File: src/rtl/candle_game_engine.sv
// Candle/match game core: debounced move button, signed multi-step moves,
// wrap or clamp edges, saturating move counter and sticky win.
module candle_game_engine #(
    parameter int               N_POS        = 8,
    parameter int               MOVE_W       = 4,
    parameter logic [N_POS-1:0] INIT_CANDLES = N_POS'(8'b1010_0100),
    parameter int               MATCH_INIT   = 0,
    parameter bit               WRAP         = 1'b1,
    parameter int               DB_CYCLES    = 16,
    parameter int               STEP_CYCLES  = 4,
    parameter int               CNT_W        = 8
) (
    input  logic                     CLK100MHZ,
    input  logic                     BTNR,
    input  logic                     BTNC,
    input  logic [MOVE_W-1:0]        SW,
    output logic [N_POS-1:0]         LED,
    output logic [N_POS-1:0]         candles_lit,
    output logic [$clog2(N_POS)-1:0] match_pos,
    output logic                     busy,
    output logic                     extinguish,
    output logic                     win,
    output logic [CNT_W-1:0]         move_count
);
    localparam int POS_W = $clog2(N_POS);
    localparam int DB_W  = $clog2(DB_CYCLES + 1);
    localparam int SC_W  = (STEP_CYCLES > 1) ? $clog2(STEP_CYCLES) : 1;

    localparam logic [POS_W-1:0] POS_MAX  = POS_W'(N_POS - 1);
    localparam logic [POS_W-1:0] POS_INIT = POS_W'(MATCH_INIT);
    localparam logic [DB_W-1:0]  DB_LAST  = DB_W'(DB_CYCLES - 1);
    localparam logic [DB_W-1:0]  DB_FULL  = DB_W'(DB_CYCLES);
    localparam logic [SC_W-1:0]  SC_LAST  = SC_W'(STEP_CYCLES - 1);

    if (INIT_CANDLES[MATCH_INIT] != 1'b0) begin : g_init_check
        $error("INIT_CANDLES has a candle under MATCH_INIT");
    end

    typedef enum logic [1:0] {IDLE, MOVE, CHECK, WIN} state_t;

    state_t             state;
    state_t             state_nxt;
    logic               sync0;
    logic               sync1;
    logic [DB_W-1:0]    db_cnt;
    logic               accept;
    logic               dir;
    logic [MOVE_W-1:0]  rem;
    logic [SC_W-1:0]    step_cnt;
    logic               at_edge;
    logic               blocked;
    logic [POS_W-1:0]   pos_step;

    // Counter saturates at DB_FULL so one high period yields one acceptance
    always_ff @(posedge CLK100MHZ or posedge BTNR) begin
        if (BTNR) begin
            sync0  <= 1'b0;
            sync1  <= 1'b0;
            db_cnt <= '0;
        end else begin
            sync0 <= BTNC;
            sync1 <= sync0;
            if (!sync1)
                db_cnt <= '0;
            else if (db_cnt != DB_FULL)
                db_cnt <= db_cnt + 1'b1;
        end
    end

    assign accept = sync1 && (db_cnt == DB_LAST);

    assign at_edge = dir ? (match_pos == '0) : (match_pos == POS_MAX);
    assign blocked = !WRAP && at_edge;

    always_comb begin
        pos_step = match_pos;
        if (dir)
            pos_step = at_edge ? POS_MAX : match_pos - 1'b1;
        else
            pos_step = at_edge ? '0 : match_pos + 1'b1;
    end

    always_ff @(posedge CLK100MHZ or posedge BTNR) begin
        if (BTNR)
            state <= IDLE;
        else
            state <= state_nxt;
    end

    always_comb begin
        state_nxt = state;
        unique case (state)
            IDLE:  if (accept) state_nxt = MOVE;
            MOVE:  if (rem == '0) state_nxt = CHECK;
            CHECK: state_nxt = (candles_lit == '0) ? WIN : IDLE;
            WIN:   state_nxt = WIN;
            default: state_nxt = IDLE;
        endcase
    end

    // The landing candle is cleared on entry to CHECK so that extinguish
    // and the updated mask are both visible during the CHECK cycle.
    always_ff @(posedge CLK100MHZ or posedge BTNR) begin
        if (BTNR) begin
            match_pos   <= POS_INIT;
            candles_lit <= INIT_CANDLES;
            move_count  <= '0;
            dir         <= 1'b0;
            rem         <= '0;
            step_cnt    <= '0;
            busy        <= 1'b0;
            extinguish  <= 1'b0;
            win         <= 1'b0;
        end else begin
            extinguish <= 1'b0;
            busy       <= (state_nxt == MOVE) || (state_nxt == CHECK);
            win        <= (state_nxt == WIN);
            if (state == IDLE && accept) begin
                dir      <= SW[MOVE_W-1];
                rem      <= SW[MOVE_W-1] ? (~SW + 1'b1) : SW;
                step_cnt <= '0;
                if (move_count != '1)
                    move_count <= move_count + 1'b1;
            end
            if (state == MOVE && rem != '0) begin
                if (step_cnt == SC_LAST) begin
                    step_cnt <= '0;
                    if (blocked) begin
                        rem <= '0;
                    end else begin
                        match_pos <= pos_step;
                        rem       <= rem - 1'b1;
                    end
                end else begin
                    step_cnt <= step_cnt + 1'b1;
                end
            end
            if (state == MOVE && rem == '0) begin
                extinguish             <= candles_lit[match_pos];
                candles_lit[match_pos] <= 1'b0;
            end
        end
    end

    assign LED = candles_lit | ({{(N_POS-1){1'b0}}, 1'b1} << match_pos);

endmodule

File: config.mk
export PLATFORM = sky130hd
export DESIGN_NAME = candle_game_engine
export DESIGN_NICKNAME = d
export VERILOG_FILES = /design/src/rtl/candle_game_engine.sv
export SDC_FILE = /design/constraint.sdc
export NUM_CORES = 1
export LEC_CHECK = 0
export CORE_ASPECT_RATIO = 0.8
export CORE_MARGIN = 4
export CORE_UTILIZATION = 48
export DETAILED_ROUTE_END_ITERATION = 12
export PLACE_DENSITY_LB_ADDON = 0.25
export REMOVE_ABC_BUFFERS = 1
export SLEW_MARGIN = 20
export SYNTH_ARGS = -nofsm -noshare
export SYNTH_HDL_FRONTEND = slang
export SYNTH_SLANG_ARGS = --single-unit
File: constraint.sdc
create_clock -name CLK100MHZ -period 2.3 [get_ports CLK100MHZ]
set_input_delay 0.69 -clock CLK100MHZ [delete_from_list [all_inputs] [get_ports CLK100MHZ]]
set_output_delay 0.69 -clock CLK100MHZ [all_outputs]
set_load 0.005 [all_outputs]
==> metrics.txt <==
status=finished, final reports clean; Least-Margin Pin Slew=0.514 ns; Hold WS=0.351 ns; Synth Register Bits=38; Placeable Area=3950 um^2; Tcrit/Tclk final=0.961; Top Ports=37; FF-to-FF End=move_count[7]$_DFFE_PP0P_; RSZ-0062 raised after global routing=false; vias in the first global route=1491; gr usage total=0.168; cell area after synthesis=2040 um^2; Via Count=1657; remaining global-route overflow=0; CTS tree=yes; die span in x=80.9 um; final setup violation count=0; Rel. slew slack=0.655; root buffer cell=clkbuf_8; worst path arrival time=1.52 ns; vias per cell=5.42; CTS sink cnt=38; post-DR wirelength/cell=13.6 um; clk slew on worst S/H paths=0.07 ns; first-pass GRT wire length=6960 um; unique cell type count in the Yosys netlist=47; post-layout util=0.666; CP startpoint=match_pos[0]$_DFFE_PP0P_; fmax=0.452 GHz; final-report hold violation count=0; skew final=0.00658 ns; First-pass DRT Iterations=4; Max Buffers Root-to-Sink=2; global placer's final weighted congestion=0.860; DRT iter0 DRCs=163; Final WS setup=0.0895 ns; post-place setup slack=0.0353 ns; Initial Util=0.517; CP endpoint kind=primary output; Worst R2R Setup Slack=0.24 ns; die extent in y=66.4 um; HPWL after DPL=3000 um; filler cell count=340; Layout Nets=272; fin. max-slew vios=0; VDD IR max=0.392 mV; Mean Syn Cell Area=10.0 um^2; initial antenna violation count=0; DR DRC count=0; sequential fraction of the synthesis area=0.467; Final Critical Period=2.21 ns; CP Max Fanout=8; EDFF count, synth=0; maximum capacitance violations=0; Worst R2R Path Depth=7; reg-to-reg critical path startpoint=db_cnt[0]$_DFFE_PP0P_; yosys warns=0; ANT nets after route=0; H-tree Lvls=2; hold path cells=0; Worst Path Class, Setup=reg -> out; setup TNS=0 ns; TritonCTS Buffers=5; clock latency on the worst-skew pair=0.29 ns; Rows=20; cell count after synthesis=204; ys async rst share=1.00; Leak Pwr=1.24 nW; Area Growth Syn to Fin=28.8%; worst hold-check path type=reg -> reg; share of cells above drive strength 1=0.159; Routed WL=4170 um; Worst setup SP type=register; Power, Total=0.00117 W; CTS Hold Bufs=0; Port Buffer Count=36; diodes inserted=0; largest net degree at the start of global routing=39; Crit path required time=1.61 ns; PwrDens=444 nW/um^2; die area=5370 um^2; crit path to=LED[2]; Main synth FF type=dfrtp_1
cells in the final DEF (no fill, tap or decap), types with 3 or more instances in the layout:
master / count
a21oi_1: 8
and3_1: 4
clkdlybuf4s15_1: 5
mux2_2: 4
nor3_1: 5
inv_1: 14
dfstp_2: 3
ha_1: 11
o31a_1: 4
dfrtp_1: 35
a31oi_1: 5
xnor2_1: 6
nand3_1: 13
clkbuf_8: 5
a21o_1: 3
mux2i_1: 3
nor2_1: 6
o21ai_0: 9
o211ai_1: 3
buf_4: 10
nand2_1: 21
clkdlybuf4s50_1: 28
critical path: stages, from the launching register on:
cell           delay [ns]
dfrtp_1              0.37
buf_4                0.20
inv_4                0.07
ha_2                 0.19
a21o_1               0.16
dlygate4sd2_1        0.26
routing by layer:
layer  vias to the layer above  track usage  share of wire
li1                        816            -              -
met3                         5       0.0368          0.065
met1                       780        0.243           0.49
met2                        56        0.245           0.43
met5                         -            0              0
met4                         0       0.0570         0.0065
worst min path at each step:
stage | start | to | slack, ns
6_report | sync0$_DFF_PP0_ | sync1$_DFF_PP0_ | 0.35
5_1_grt | sync0$_DFF_PP0_ | sync1$_DFF_PP0_ | 0.36
4_1_cts | sync0$_DFF_PP0_ | sync1$_DFF_PP0_ | 0.35
3_5_place_dp | sync0$_DFF_PP0_ | sync1$_DFF_PP0_ | 0.34
3_3_place_gp | sync0$_DFF_PP0_ | sync1$_DFF_PP0_ | 0.33
2_1_floorplan | sync0$_DFF_PP0_ | sync1$_DFF_PP0_ | 0.33
report_power, final:
part / switching, W / internal, W / leakage [nW]
combinational: 0.0000253 / 0.0000205 / 0.702
clock: 0.000230 / 0.000210 / 0.0450
sequential: 0.00000659 / 0.000675 / 0.497
total: 0.000262 / 0.000906 / 1.24
cell usage after synthesis (4+ instances only):
cell type | number | area share
dfrtp_1 | 35 | 0.43
o31a_1 | 4 | 0.017
a31oi_1 | 5 | 0.015
nor3_1 | 5 | 0.012
nand3_1 | 13 | 0.032
buf_2 | 6 | 0.015
mux2_2 | 4 | 0.022
nor2_1 | 6 | 0.011
o21ai_0 | 9 | 0.022
ha_1 | 15 | 0.092
nand2_1 | 21 | 0.039
and3_1 | 4 | 0.012
inv_1 | 16 | 0.029
xnor2_1 | 6 | 0.026
a21oi_1 | 8 | 0.020
metrics by stage:
stage / cells / area (um^2)
floorplan: 196 / 2000
global placement: 296 / 2490
detailed placement: 296 / 2490
CTS: 307 / 2610
global route: 306 / 2630
finish: 306 / 2630
state kept, by name, indices dropped and copies added (netlist names):
signal / cells
step_cnt: 2
rem: 4
sync0: 1
win: 1
state: 2
db_cnt: 5
match_pos: 3
busy: 1
extinguish: 1
move_count: 8
candles_lit: 8
sync1: 1
dir: 1
kinds of logic after synthesis:
kind of cell	count (synthesis)	share of synthesized area
simple gates	71	0.186
buf+inv	25	0.0533
compound gates	41	0.135
mux	7	0.0367
fa+ha+maj	15	0.0919
flops	38	0.467
xor+xnor	7	0.0300
final cells by class:
type,instances,area (um^2),share of cell area
multi-input cells,141,1020,0.386
flip-flops and latches,38,955,0.363
repair buffers,47,439,0.167
clock buffers,6,72.6,0.0276
inverters,17,70.1,0.0266
well taps,55,68.8,0.0261
clock inverters,2,10.0,0.00380
timing repair:
| item | 4_1_cts | 5_1_grt |
|---|---|---|
| buffers inserted | 3 | 0 |
| setup endpoints to repair | 8 | 5 |
| pin swaps | 0 | 2 |
| gates resized for setup | 16 | 10 |
(Power assumes the default switching activity.)
==> RTL edit, RTL diff (config.mk and constraints unchanged) <==
One comparison of `db_cnt` changes from == to >=.
--- a/src/rtl/candle_game_engine.sv
+++ b/src/rtl/candle_game_engine.sv
@@ -68,5 +68,5 @@
     end
 
-    assign accept = sync1 && (db_cnt == DB_LAST);
+    assign accept = sync1 && (db_cnt >= DB_LAST);
 
     assign at_edge = dir ? (match_pos == '0) : (match_pos == POS_MAX);
Check against the original RTL: same outputs for any inputs over 10 cycles, from zero or initial values; that may be too few to reach the edited logic, so the function may still have changed.
==> RTL edit against the original RTL <==
- synthesized area grew 2.6%
- wire length grew 7.3%
- sequential cell count is the same
- final area grew 3.8%
- worst setup slack lost 21 ps
- register-to-register slack gained 70 ps
- critical path depth is the same
- largest cell class unchanged
Power is not compared: it rests on default switching activity, and its combinational part moved more than twofold at a synthesized area within 25%.
==> RTL edit: results (changes against the original RTL) <==
metric,value,unit,change
status,"finished, final reports clean",,
use_met2,26.9,%,+2.4 points
syn-mean-instance-area,10.4,µm²,+3.6%
reg2regPathDepth,6,,-1
power_clock,0.554,mW,
cpPeakStageDelay,440,ps,+70 ps
dp_hpwl,3.15,mm,+4.9%
ys_seq_area_share,45.6,%,-1.2 points
layout-drive-gt1-share,18.5,%,+2.6 points
gr-usage-met3,5.00,%,+1.3 points
detail_route.iter0.violations,85,,-48%
final_util,65.0,%,-1.6 points
nNetsFinal,275,,+1.1%
hp-class,register to register,,
vias,1623,,-2.1%
powerSeq,0.690,mW,
switching_power,0.294,mW,
arrival,1540,ps,+20 ps
yosys_warnings,0,,unchanged
placement.io_buffers,36,,unchanged
fill_cells,345,,+1.5%
postPlaceCellArea,2560,µm²,+2.6%
placed_cells,298,,+0.68%
grt_max_degree,39,,unchanged
numCtsBuffers,5,,unchanged
fin_skew,8.60,ps,+2.02 ps
ys_types,52,,+11%
r2r_start,db_cnt[0]$_DFFE_PP0P_,,
clk-insertion-delay-late,290,ps,about the same
place_ws,77.5,ps,+42.3 ps
grt_usage,17.8,%,+1.0 points
yosys.area_share.adder,8.96,%,-0.23 points
synth_mux_area_share,3.16,%,-0.51 points
reg.largest.list,"candles_lit (8), move_count (8), db_cnt (5)",,
synthTopCellsByCount,"dfrtp_1, nand2_1, ha_1",,
r2r-end,busy$_DFF_PP0_,,
critPathMaxFanout,4,,-4
synth_area_leaders,"dfrtp_1, ha_1, nand2_1",,
synth-xor-area-share,3.76,%,+0.76 points
clkTransAtPathRegs,80,ps,
gp_congestion,0.810,,-5.8%
grt_pass1_wl,7.40,mm,+6.4%
wire_per_inst,14.4,µm,+5.5%
avgViaCountPerCell,5.22,,-3.6%
synth_compound_area_share,14.6,%,+1.1 points
gr-usage-met1,24.9,%,+0.53 points
slowest_stage,dfrtp_1,,
fmax,448,MHz,-0.94%
p_seq_share,51.5,%,
relSlewSlack,68.7,%,+3.2 points
r2r_slack,310,ps,+70 ps
endpoint,LED[6],,
==> RTL edit: cell types whose count changed after synthesis, moves of 3 or more <==
cell	change
xnor2_1	-4
buf_2	-5
a21oi_1	-4
xor2_1	+6
o22ai_1	+3
mux2_2	-3
o211ai_1	-3
==> RTL edit: worst max-delay path: cells and delay by family (launching register included) <==
family,cells,cell delay [ps]
buffers and inverters,3,500
DFF,1,440
AOI/OAI and AO/OA,1,170
adders and majority gates,1,150
==> RTL edit: layout make-up <==
class | count | share of cell area (%)
clock inverters | 3 | 1.47
well taps | 57 | 2.61
repair buffers | 51 | 17.1
multi-input cells | 142 | 39.2
flip-flops and latches | 38 | 34.9
inverters | 15 | 2.15
clock buffers | 5 | 2.52
==> RTL edit: routing by layer <==
layer  up-vias  wire length (µm)
li1        817                 -
met4         0                23
met1       762              2250
met2        40              1970
met3         4               222
met5         -                 0
==> RTL edit: how the worst min path moves through the flow <==
stage                          from         endpoint  cells after the start  slack, ps
floorplan           sync0$_DFF_PP0_  sync1$_DFF_PP0_                      0        330
global placement    sync0$_DFF_PP0_  sync1$_DFF_PP0_                      0        330
detailed placement  sync0$_DFF_PP0_  sync1$_DFF_PP0_                      0        340
CTS                 sync0$_DFF_PP0_  sync1$_DFF_PP0_                      0        350
global route        sync0$_DFF_PP0_  sync1$_DFF_PP0_                      0        370
finish              sync0$_DFF_PP0_  sync1$_DFF_PP0_                      0        350
==> RTL edit: repair_timing <==
item / CTS / global route
pin swaps: 1 / 0
gates resized for setup: 22 / 2
buffers inserted: 4 / 1
endpoints found under the setup margin: 8 / 3
endpoints found under the hold margin: 0 / 0
cloned: 0 / 0
